## config.mk

```make
export PLATFORM = sky130hd
export DESIGN_NAME = draw_cmd_arbiter
export DESIGN_NICKNAME = d
export VERILOG_FILES = /design/src/rtl/draw_cmd_arbiter.sv
export SDC_FILE = /design/constraint.sdc
export NUM_CORES = 1
export LEC_CHECK = 0
export ABC_CLOCK_PERIOD_IN_PS = 5150
export BUFFER_PORTS_ARGS = -buffer_cell sky130_fd_sc_hd__buf_2
export CORE_MARGIN = 5
export CORE_UTILIZATION = 55
export DETAILED_ROUTE_END_ITERATION = 8
export GPL_TIMING_DRIVEN = 0
export PLACE_DENSITY = 0.72
export SLEW_MARGIN = 20
export SYNTH_ARGS = -nofsm -noshare
export SYNTH_HDL_FRONTEND = slang
export SYNTH_SLANG_ARGS = --single-unit
```

## constraint.sdc

```tcl
create_clock -name clk -period 5.15 [get_ports clk]
set_input_delay 0.7725 -clock clk [delete_from_list [all_inputs] [get_ports clk]]
set_output_delay 0.7725 -clock clk [all_outputs]
set_load 0.05 [all_outputs]
```

## src/rtl/draw_cmd_arbiter.sv

```systemverilog
// Two-requester round-robin arbiter for the VGA draw-engine command port.
// Each source has its own FIFO; two-word commands are issued without interleaving.
module draw_cmd_arbiter #(
  parameter int CMD_WIDTH  = 32,
  parameter int FIFO_DEPTH = 16,
  parameter int FIFO_AW    = 4
) (
  input  logic                 clk,
  input  logic                 rst,
  input  logic                 enb,
  input  logic [CMD_WIDTH-1:0] cmd0,
  input  logic                 cmd0_vld,
  input  logic [CMD_WIDTH-1:0] cmd1,
  input  logic                 cmd1_vld,
  output logic [CMD_WIDTH-1:0] cmd_out,
  output logic                 cmd_out_vld,
  input  logic                 cmd_out_rdy,
  output logic                 cmd_out_src,
  output logic [1:0]           ovf,
  input  logic                 clr_ovf,
  output logic                 busy
);

  localparam logic [1:0] ST_IDLE   = 2'd0;
  localparam logic [1:0] ST_BURST0 = 2'd1;
  localparam logic [1:0] ST_BURST1 = 2'd2;

  // Line and character commands occupy two words; the head is marked by opcode and bit 0.
  function automatic logic is_pair_head(input logic [CMD_WIDTH-1:0] w);
    return ((w[CMD_WIDTH-1 -: 4] == 4'h9) || (w[CMD_WIDTH-1 -: 4] == 4'ha)) && (w[0] == 1'b0);
  endfunction

  logic [1:0]           vld_in_s;
  logic [1:0]           empty_s;
  logic [1:0]           full_s;
  logic [1:0]           push_s;
  logic [1:0]           pop_s;
  logic [1:0]           nxt_nonempty_s;
  logic [CMD_WIDTH-1:0] cmd_in_s [2];
  logic [CMD_WIDTH-1:0] head_s   [2];

  logic [1:0]           state_r, state_nxt_s;
  logic                 ptr_r, ptr_nxt_s;
  logic                 sel_s, sel_vld_s, load_s;
  logic [CMD_WIDTH-1:0] sel_word_s;
  logic                 out_vld_nxt_s;
  logic [1:0]           ovf_nxt_s;
  logic [CMD_WIDTH-1:0] cmd_out_r;
  logic                 out_vld_r, out_src_r, busy_r;
  logic [1:0]           ovf_r;

  assign vld_in_s    = {cmd1_vld, cmd0_vld};
  assign cmd_in_s[0] = cmd0;
  assign cmd_in_s[1] = cmd1;

  for (genvar g = 0; g < 2; g++) begin : g_fifo
    logic [CMD_WIDTH-1:0] mem_r [FIFO_DEPTH];
    logic [FIFO_AW:0]     wr_ptr_r, rd_ptr_r, wr_nxt_s, rd_nxt_s;

    // The extra top pointer bit tells full from empty when the indices coincide.
    assign empty_s[g]        = (wr_ptr_r == rd_ptr_r);
    assign full_s[g]         = (wr_ptr_r[FIFO_AW] != rd_ptr_r[FIFO_AW]) &&
                               (wr_ptr_r[FIFO_AW-1:0] == rd_ptr_r[FIFO_AW-1:0]);
    assign push_s[g]         = vld_in_s[g] && !full_s[g];
    assign head_s[g]         = mem_r[rd_ptr_r[FIFO_AW-1:0]];
    assign wr_nxt_s          = wr_ptr_r + {{FIFO_AW{1'b0}}, push_s[g]};
    assign rd_nxt_s          = rd_ptr_r + {{FIFO_AW{1'b0}}, pop_s[g]};
    assign nxt_nonempty_s[g] = (wr_nxt_s != rd_nxt_s);

    // FIFO read/write pointer registers
    always_ff @(posedge clk) begin
      if (!rst) begin
        wr_ptr_r <= {(FIFO_AW+1){1'b0}};
        rd_ptr_r <= {(FIFO_AW+1){1'b0}};
      end else begin
        wr_ptr_r <= wr_nxt_s;
        rd_ptr_r <= rd_nxt_s;
      end
    end

    // FIFO storage write
    always_ff @(posedge clk) begin
      if (push_s[g]) begin
        mem_r[wr_ptr_r[FIFO_AW-1:0]] <= cmd_in_s[g];
      end
    end
  end

  // Requester selection: round-robin when idle, locked to the owner during a pair
  always_comb begin
    sel_s     = 1'b0;
    sel_vld_s = 1'b0;
    case (state_r)
      ST_IDLE: begin
        if (!empty_s[ptr_r]) begin
          sel_s     = ptr_r;
          sel_vld_s = 1'b1;
        end else if (!empty_s[ptr_r ^ 1'b1]) begin
          sel_s     = ptr_r ^ 1'b1;
          sel_vld_s = 1'b1;
        end else begin
          sel_s     = ptr_r;
          sel_vld_s = 1'b0;
        end
      end
      ST_BURST0: begin
        sel_s     = 1'b0;
        sel_vld_s = !empty_s[0];
      end
      ST_BURST1: begin
        sel_s     = 1'b1;
        sel_vld_s = !empty_s[1];
      end
      default: begin
        sel_s     = 1'b0;
        sel_vld_s = 1'b0;
      end
    endcase
  end

  assign load_s     = enb && (!out_vld_r || cmd_out_rdy) && sel_vld_s;
  assign pop_s      = load_s ? (2'b01 << sel_s) : 2'b00;
  assign sel_word_s = head_s[sel_s];

  // FSM and pointer advance on each load
  always_comb begin
    state_nxt_s = state_r;
    ptr_nxt_s   = ptr_r;
    if (load_s) begin
      case (state_r)
        ST_IDLE: begin
          if (is_pair_head(sel_word_s)) begin
            state_nxt_s = sel_s ? ST_BURST1 : ST_BURST0;
          end else begin
            ptr_nxt_s = sel_s ^ 1'b1;
          end
        end
        ST_BURST0, ST_BURST1: begin
          state_nxt_s = ST_IDLE;
          ptr_nxt_s   = sel_s ^ 1'b1;
        end
        default: begin
          state_nxt_s = ST_IDLE;
        end
      endcase
    end else if (state_r == ST_BURST0 || state_r == ST_BURST1 || state_r == ST_IDLE) begin
      state_nxt_s = state_r;
    end else begin
      state_nxt_s = ST_IDLE;
    end
  end

  // Output valid and overflow next values; a new overflow beats a clear in the same cycle
  always_comb begin
    out_vld_nxt_s = out_vld_r;
    if (load_s) begin
      out_vld_nxt_s = 1'b1;
    end else if (out_vld_r && cmd_out_rdy) begin
      out_vld_nxt_s = 1'b0;
    end else begin
      out_vld_nxt_s = out_vld_r;
    end
    ovf_nxt_s = (clr_ovf ? 2'b00 : ovf_r) | (vld_in_s & full_s);
  end

  // Output register, FSM state, pointer and status flags
  always_ff @(posedge clk) begin
    if (!rst) begin
      state_r   <= ST_IDLE;
      ptr_r     <= 1'b0;
      cmd_out_r <= {CMD_WIDTH{1'b0}};
      out_vld_r <= 1'b0;
      out_src_r <= 1'b0;
      ovf_r     <= 2'b00;
      busy_r    <= 1'b0;
    end else begin
      state_r   <= state_nxt_s;
      ptr_r     <= ptr_nxt_s;
      out_vld_r <= out_vld_nxt_s;
      ovf_r     <= ovf_nxt_s;
      busy_r    <= (|nxt_nonempty_s) || out_vld_nxt_s;
      if (load_s) begin
        cmd_out_r <= sel_word_s;
        out_src_r <= sel_s;
      end
    end
  end

  assign cmd_out     = cmd_out_r;
  assign cmd_out_vld = out_vld_r;
  assign cmd_out_src = out_src_r;
  assign ovf         = ovf_r;
  assign busy        = busy_r;

endmodule

```

## Yosys cells after proc, flatten, opt, wreduce, memory -nomap -nowiden

Memories as Yosys holds them, arrays and structs flattened. A register that Yosys moved wholly into a read port is not among the register bits.
Index checks and enable logic that the tools add are counted.

| word-level totals | value |
|---|---|
| bits in registers | 60 |
| bits in writable memories | 1,024 |
| logic and storage cells | 96 |
| memories | 2 |

| operators by class | value |
|---|---|
| $add $sub $neg | 4 |
| magnitude comparators | 3 |
| equal/unequal tests | 15 |
| shifts and indexed selects | 1 |
| multiplexer cells | 30 |
| bitwise logic cells | 6 |
| reduce and logical (&&, ||, !) cells | 24 |

Memory list:

| name | words | bits a word | read ports | clocked after memory_dff | wr ports | line | text |
|---|---|---|---|---|---|---|---|
| g_fifo[0].mem_r | 16 | 32 | 1 | 1 | 1 | 57 | `logic [CMD_WIDTH-1:0] mem_r [FIFO_DEPTH];` |
| g_fifo[1].mem_r | 16 | 32 | 1 | 1 | 1 | 57 |  |

Operator list:

| operator | number |
|---|---|
| 32-bit 2-to-1 mux | 3 |
| 5-bit by 1-bit adder with 5-bit output | 4 |
| 1-bit 2-to-1 mux | 15 |
| 2-bit 2-to-1 mux | 7 |
| 5-bit equality test | 2 |
| 5-bit inequality test | 2 |
| 4-bit equality test | 2 |
| 4-bit equality test (second input constant) | 2 |
| 1-bit logical AND | 8 |
| 4-bit 2-to-1 mux | 2 |
| 1-bit zero test | 5 |
| 1-bit logical OR | 5 |
| 1-bit by 2-bit less-than comparator with 1-bit output (second input constant) | 2 |
| 2-bit inequality test (second input constant) | 2 |
| 1-bit one-hot mux with 2 select lines | 2 |
| 2-bit OR reduction | 2 |
| 3-bit inequality test (second input constant) | 1 |
| 1-bit NOT | 3 |
| 1-bit one-hot mux with 3 select lines | 1 |
| 3-bit AND reduction | 1 |
| 2-bit AND | 1 |
| 2-bit by 1-bit equality test with 1-bit output (second input constant) | 1 |
| 2-bit equality test (second input constant) | 1 |
| 2-bit greater-or-equal comparator (second input constant) | 1 |
| other kinds (7) | 8 |

## Depth between registers and ports, before layout

| depth | value |
|---|---|
| depth in word-level cells | 16 |
| depth in mapped cells | 17 |

## Worst setup path before layout

No wires, ideal clock.

| timing path | value |
|---|---|
| kind | register to register |
| from | reg g_fifo[1].wr_ptr_r[3] |
| to | mem g_fifo[1].mem_r[0][0] (enable) |
| library setup time | 461 ps |
| arrival time | 3,886 ps |
| required time | 4,689 ps |
| slack | 803 ps |
| stages on the path, launching flop included | 7 |
| buffers on the path | 1 |
| clock period less this slack | 4,347 ps |
| cell sequence | dfxtp_1 > buf_4 > xnor2_1 > and4_1 > a21boi_0 > or3b_2 > nor3_1 |

| on the way | value |
|---|---|
| longest elaborated chain between the ends | 6 |

RTL lines:

| item | line | text |
|---|---|---|
| start, declared | 58 | `logic [FIFO_AW:0] wr_ptr_r, rd_ptr_r, wr_nxt_s, rd_nxt_s;` |
| start signal, assigned | 73 | `wr_ptr_r <= {(FIFO_AW+1){1'b0}};` |
| start signal, assigned | 76 | `wr_ptr_r <= wr_nxt_s;` |
| 4-bit equality test | 63 | `(wr_ptr_r[FIFO_AW-1:0] == rd_ptr_r[FIFO_AW-1:0]);` |
| 1-bit logical AND | 62 | `assign full_s[g] = (wr_ptr_r[FIFO_AW] != rd_ptr_r[FIFO_AW]) &&` |
| 1-bit zero test | 64 | `assign push_s[g] = vld_in_s[g] && !full_s[g];` |
| 1-bit logical AND | 64 |  |
| 1-bit 2-to-1 mux | 83 | `if (push_s[g]) begin` |
| 1-bit 2-to-1 mux (not written as such) | 84 | `mem_r[wr_ptr_r[FIFO_AW-1:0]] <= cmd_in_s[g];` |
| end, declared | 57 |  |

Several ways; a longest one is shown, not always the timed one.

## Worst setup path in the final report

| timing path | value |
|---|---|
| from | reg g_fifo[1].rd_ptr_r[1] |
| to | reg cmd_out_r[26] (netlist: cmd_out[26]) |

| on the way | value |
|---|---|
| longest elaborated chain between the ends | 10 |

RTL lines:

| item | line | text |
|---|---|---|
| start, declared | 58 |  |
| start signal, assigned | 74 | `rd_ptr_r <= {(FIFO_AW+1){1'b0}};` |
| start signal, assigned | 77 | `rd_ptr_r <= rd_nxt_s;` |
| 5-bit equality test * | 61 | `assign empty_s[g] = (wr_ptr_r == rd_ptr_r);` |
| 1-bit 2-to-1 mux (not written as such) (2 in series) | 98 | `end else if (!empty_s[ptr_r ^ 1'b1]) begin` |
| 1-bit 2-to-1 mux | 98 |  |
| 1-bit 2-to-1 mux | 95 | `if (!empty_s[ptr_r]) begin` |
| 1-bit one-hot mux with 2 select lines | 93 | `case (state_r)` |
| 1-bit NOT with 2-bit output (not written as such) | 123 | `assign sel_word_s = head_s[sel_s];` |
| 32-bit 2-to-1 mux (not written as such) (3 in series) | 123 |  |
| end signal, assigned | 171 | `cmd_out_r <= {CMD_WIDTH{1'b0}};` |
| end signal, assigned | 183 | `cmd_out_r <= sel_word_s;` |
| end, declared | 48 | `logic [CMD_WIDTH-1:0] cmd_out_r;` |

Mark *: on every way between the ends. The rest lies on a longest branch, timed or not. The select of a mux whose other input is x is not followed.
A chain may end at the register's enable or synchronous reset.

==> reports/metrics.csv <==
metric;value;unit
status;complete, no violations;
Setup Fix Bufs, Post-CTS;0;
clock sink count;1084;
warnings from Yosys;0;
Boundary Pins;108;
clock slew at reported path FFs;70;ps
largest net degree at the start of global routing;20;
Die Height;285.7;um
xor-xnor portion of the synthesized cell area;0.8109;%
Routed wire per std cell;30.93;um
vias post-DR;20260;
die area;81640;um2
Clock Skews;24.95;ps
fill cell count;4763;
H-Tree Depth;3;
total CTS buffers;104;
type of destination of the critical path;flop;
Core Util, Final;64.08;%
final cell count without fillers;3190;
ys flop type;edfxtp_1;
Post-Syn Area;41810;um2
max_cap viols;0;
Net count, final;2202;
Synth Area in Simple Gates;1.951;%
final WL;98680;um
Reg2Reg Launch Point;g_fifo[1].rd_ptr_r[1];
setup TNS;0;ps
Tmin final;3777;ps
Max Freq;0.2648;GHz
final setup fails;0;
sequential share of power;46.6;%
Final Hold Viols;0;
Hold WC Path Type;input port to flop;
async set or reset register ratio after synthesis;0;%
IO buf count;106;
Yosys top cell area share;73.54;%
leak pwr;15.73;nW
sw power;0.005602;W
Synth Area in Adders;0.3591;%
Reg2Reg Setup Slack;1370;ps
Startpoint Class;flop;
most frequent cells after synthesis;edfxtp_1, mux4_2, dfxtp_1;
core area;75700;um2
CP required;5700;ps
power density cells;444.0;nW/um2
Synth Register Bits;1084;
CP max FO;10;
Logic pwr share;18.8;%
RePlAce Congestion;0.9169;
DP HPWL;64890;um
Worst setup endpoint;cmd_out[26];
sw frac;26.02;%
RSZ-0062 raised after global routing;false;
Slew Limit Headroom;27.73;%
Worst EP arrival;4330;ps
die outline width;285.7;um
main combinational cell family by area after synthesis;multiplexers;
Setup CP Type;flop to flop;
Clock Tree Root;clkbuf_16;
count leader, synth;edfxtp_1;
worst r2r dst;cmd_out[26];
antenna violations before repair;12;
Fin Hold WS;440.0;ps
number of global-route vias before repair;20830;
post-synthesis mux area share;17.66;%
first-pass GRT wire length;144000;um
crit path launch;g_fifo[1].rd_ptr_r[1];
maximum VDD drop;0.0003051;V
antenna viol nets, final;0;
DRC;0;
total global routing overflow;0;
cts repair resizes;0;
Pre-antenna DRT Iters;5;
main area contributors after synthesis;edfxtp_1, mux4_2, dfxtp_1;
vias per std cell;6.351;
worst r2r path cells;8;
Tcrit/Tclk final;73.34;%
Avg Cell Area, Syn;22.90;um2
Placed Cells incl. Taps;2990;
critical hold path startpoint;clr_ovf;
sequential area share after synthesis;76.41;%
Total Power;0.02153;W
Tightest Pin Transition;1084;ps
clock latency on the worst-skew pair;660;ps
Post-synth EDFFs;1024;
hold_buf cts;0;
Netlist cell types;50;
share of layout cells above drive strength 1;33.74;%
CTS Buffer Depth;3;
Cell Int Power;0.01593;W
synth-to-layout area growth;16.00;%
Initial Utilization;55.24;%
GRT Util Overall;24.40;%
Compound-Gate Fraction of Synth Area;1.424;%
post-synthesis cell count;1826;
first-iteration detailed-routing DRC count;3079;
power share of the clock group;34.7;%
Slew Limit Fails;0;
Site Rows;101;
Syn Nets;1909;
CTS tree;yes;
Yosys top cell by area;edfxtp_1;
-- layout make-up --
cell class              instances  area (um2)  share of cell area [%]
inverters                       6       22.52                 0.04643
flip-flops and latches       1084       31950                   65.87
plain buffers                 103       558.0                   1.151
clock buffers                 135        2884                   5.946
diodes                          4       10.01                 0.02064
well taps                     978        1224                   2.523
repair buffers                187        1874                   3.864
multi-input cells             633        9505                   19.60
clock inverters                60       474.2                  0.9777
-- per-stage QoR --
step | setup slack [ps] | area (um2)
after floorplan | 803.2 | 41810
after global placement | -2283 | 43570
after detailed placement | 1430 | 45120
after CTS | 1392 | 48480
after global routing | 1144 | 48500
final | 1373 | 48500
-- placed cells by master, fill, tap and decap left out, types with 5 or more instances in the layout --
| cell | n |
|---|---|
| edfxtp_1 | 1024 |
| mux4_2 | 306 |
| buf_2 | 142 |
| clkbuf_16 | 108 |
| dfxtp_1 | 60 |
| clkbuf_1 | 51 |
| mux2i_1 | 47 |
| nand2_1 | 45 |
| buf_4 | 38 |
| o211a_1 | 30 |
| buf_16 | 27 |
| clkinv_1 | 25 |
| nor2_4 | 24 |
| buf_6 | 23 |
| clkinv_2 | 21 |
| xor2_1 | 18 |
| and2_1 | 18 |
| xnor2_1 | 17 |
| nand3_1 | 17 |
| nor2b_1 | 13 |
| buf_1 | 13 |
| a22oi_1 | 13 |
| ha_1 | 12 |
| buf_12 | 12 |
| nand2b_1 | 8 |
| nor3_2 | 8 |
| clkbuf_8 | 8 |
| bufinv_16 | 7 |
| inv_1 | 6 |
| nor2_1 | 6 |
| a21boi_0 | 5 |
-- how the worst min path moves through the flow --
stage,to,slack (ps),cells after the start
final,ovf[1],440,3
after floorplan,state_r[0],500,2
after detailed placement,cmd_out[29],470,2
after global routing,ovf[1],470,3
after CTS,ovf[1],410,3
after global placement,cmd_out[28],470,2
-- metal layers --
metal	vias to the layer above	share of wire, %	track usage [%]
li1	8308	-	-
met1	10670	40	35.62
met2	1131	47	37.66
met3	137	11	6.741
met4	12	2.3	5.772
met5	-	0.076	0
-- power groups by stage --
| stage | clock network, W | registers, W | logic, W |
|---|---|---|---|
| 6_report | 0.00747 | 0.0100 | 0.00404 |
| 5_1_grt | 0.00796 | 0.0100 | 0.00428 |
| 4_1_cts | 0.00754 | 0.0100 | 0.00407 |
| 3_5_place_dp | 0 | 0.0102 | 0.00403 |
| 3_3_place_gp | 0 | 0.0102 | 0.00391 |
| 2_1_floorplan | 0 | 0.0105 | 0.00253 |
-- flip-flops by register name (all words and copies together) (netlist names) --
name	flops
busy	1
g_fifo.mem_r	1024
g_fifo.wr_ptr_r	10
g_fifo.rd_ptr_r	10
ptr_r	1
cmd_out_vld	1
cmd_out	32
state_r	2
cmd_out_src	1
ovf	2
-- worst max-delay path: stages (launching register included) --
cell      delay [ps]
dfxtp_1          310
buf_2            290
clkbuf_1         610
clkbuf_1         780
mux4_2           440
mux4_2           560
mux2i_1          390
nand2_1          130
o211a_1          160
-- logic make-up after synthesis --
group,count (synthesis)
XOR/XNOR,37
flip-flops,1084
multiplexers,355
buffers and inverters,109
AND/OR/NAND/NOR,160
adder cells (fa/ha/maj),12
AO/OA/AOI/OAI,69
(Power assumes the default switching activity.)
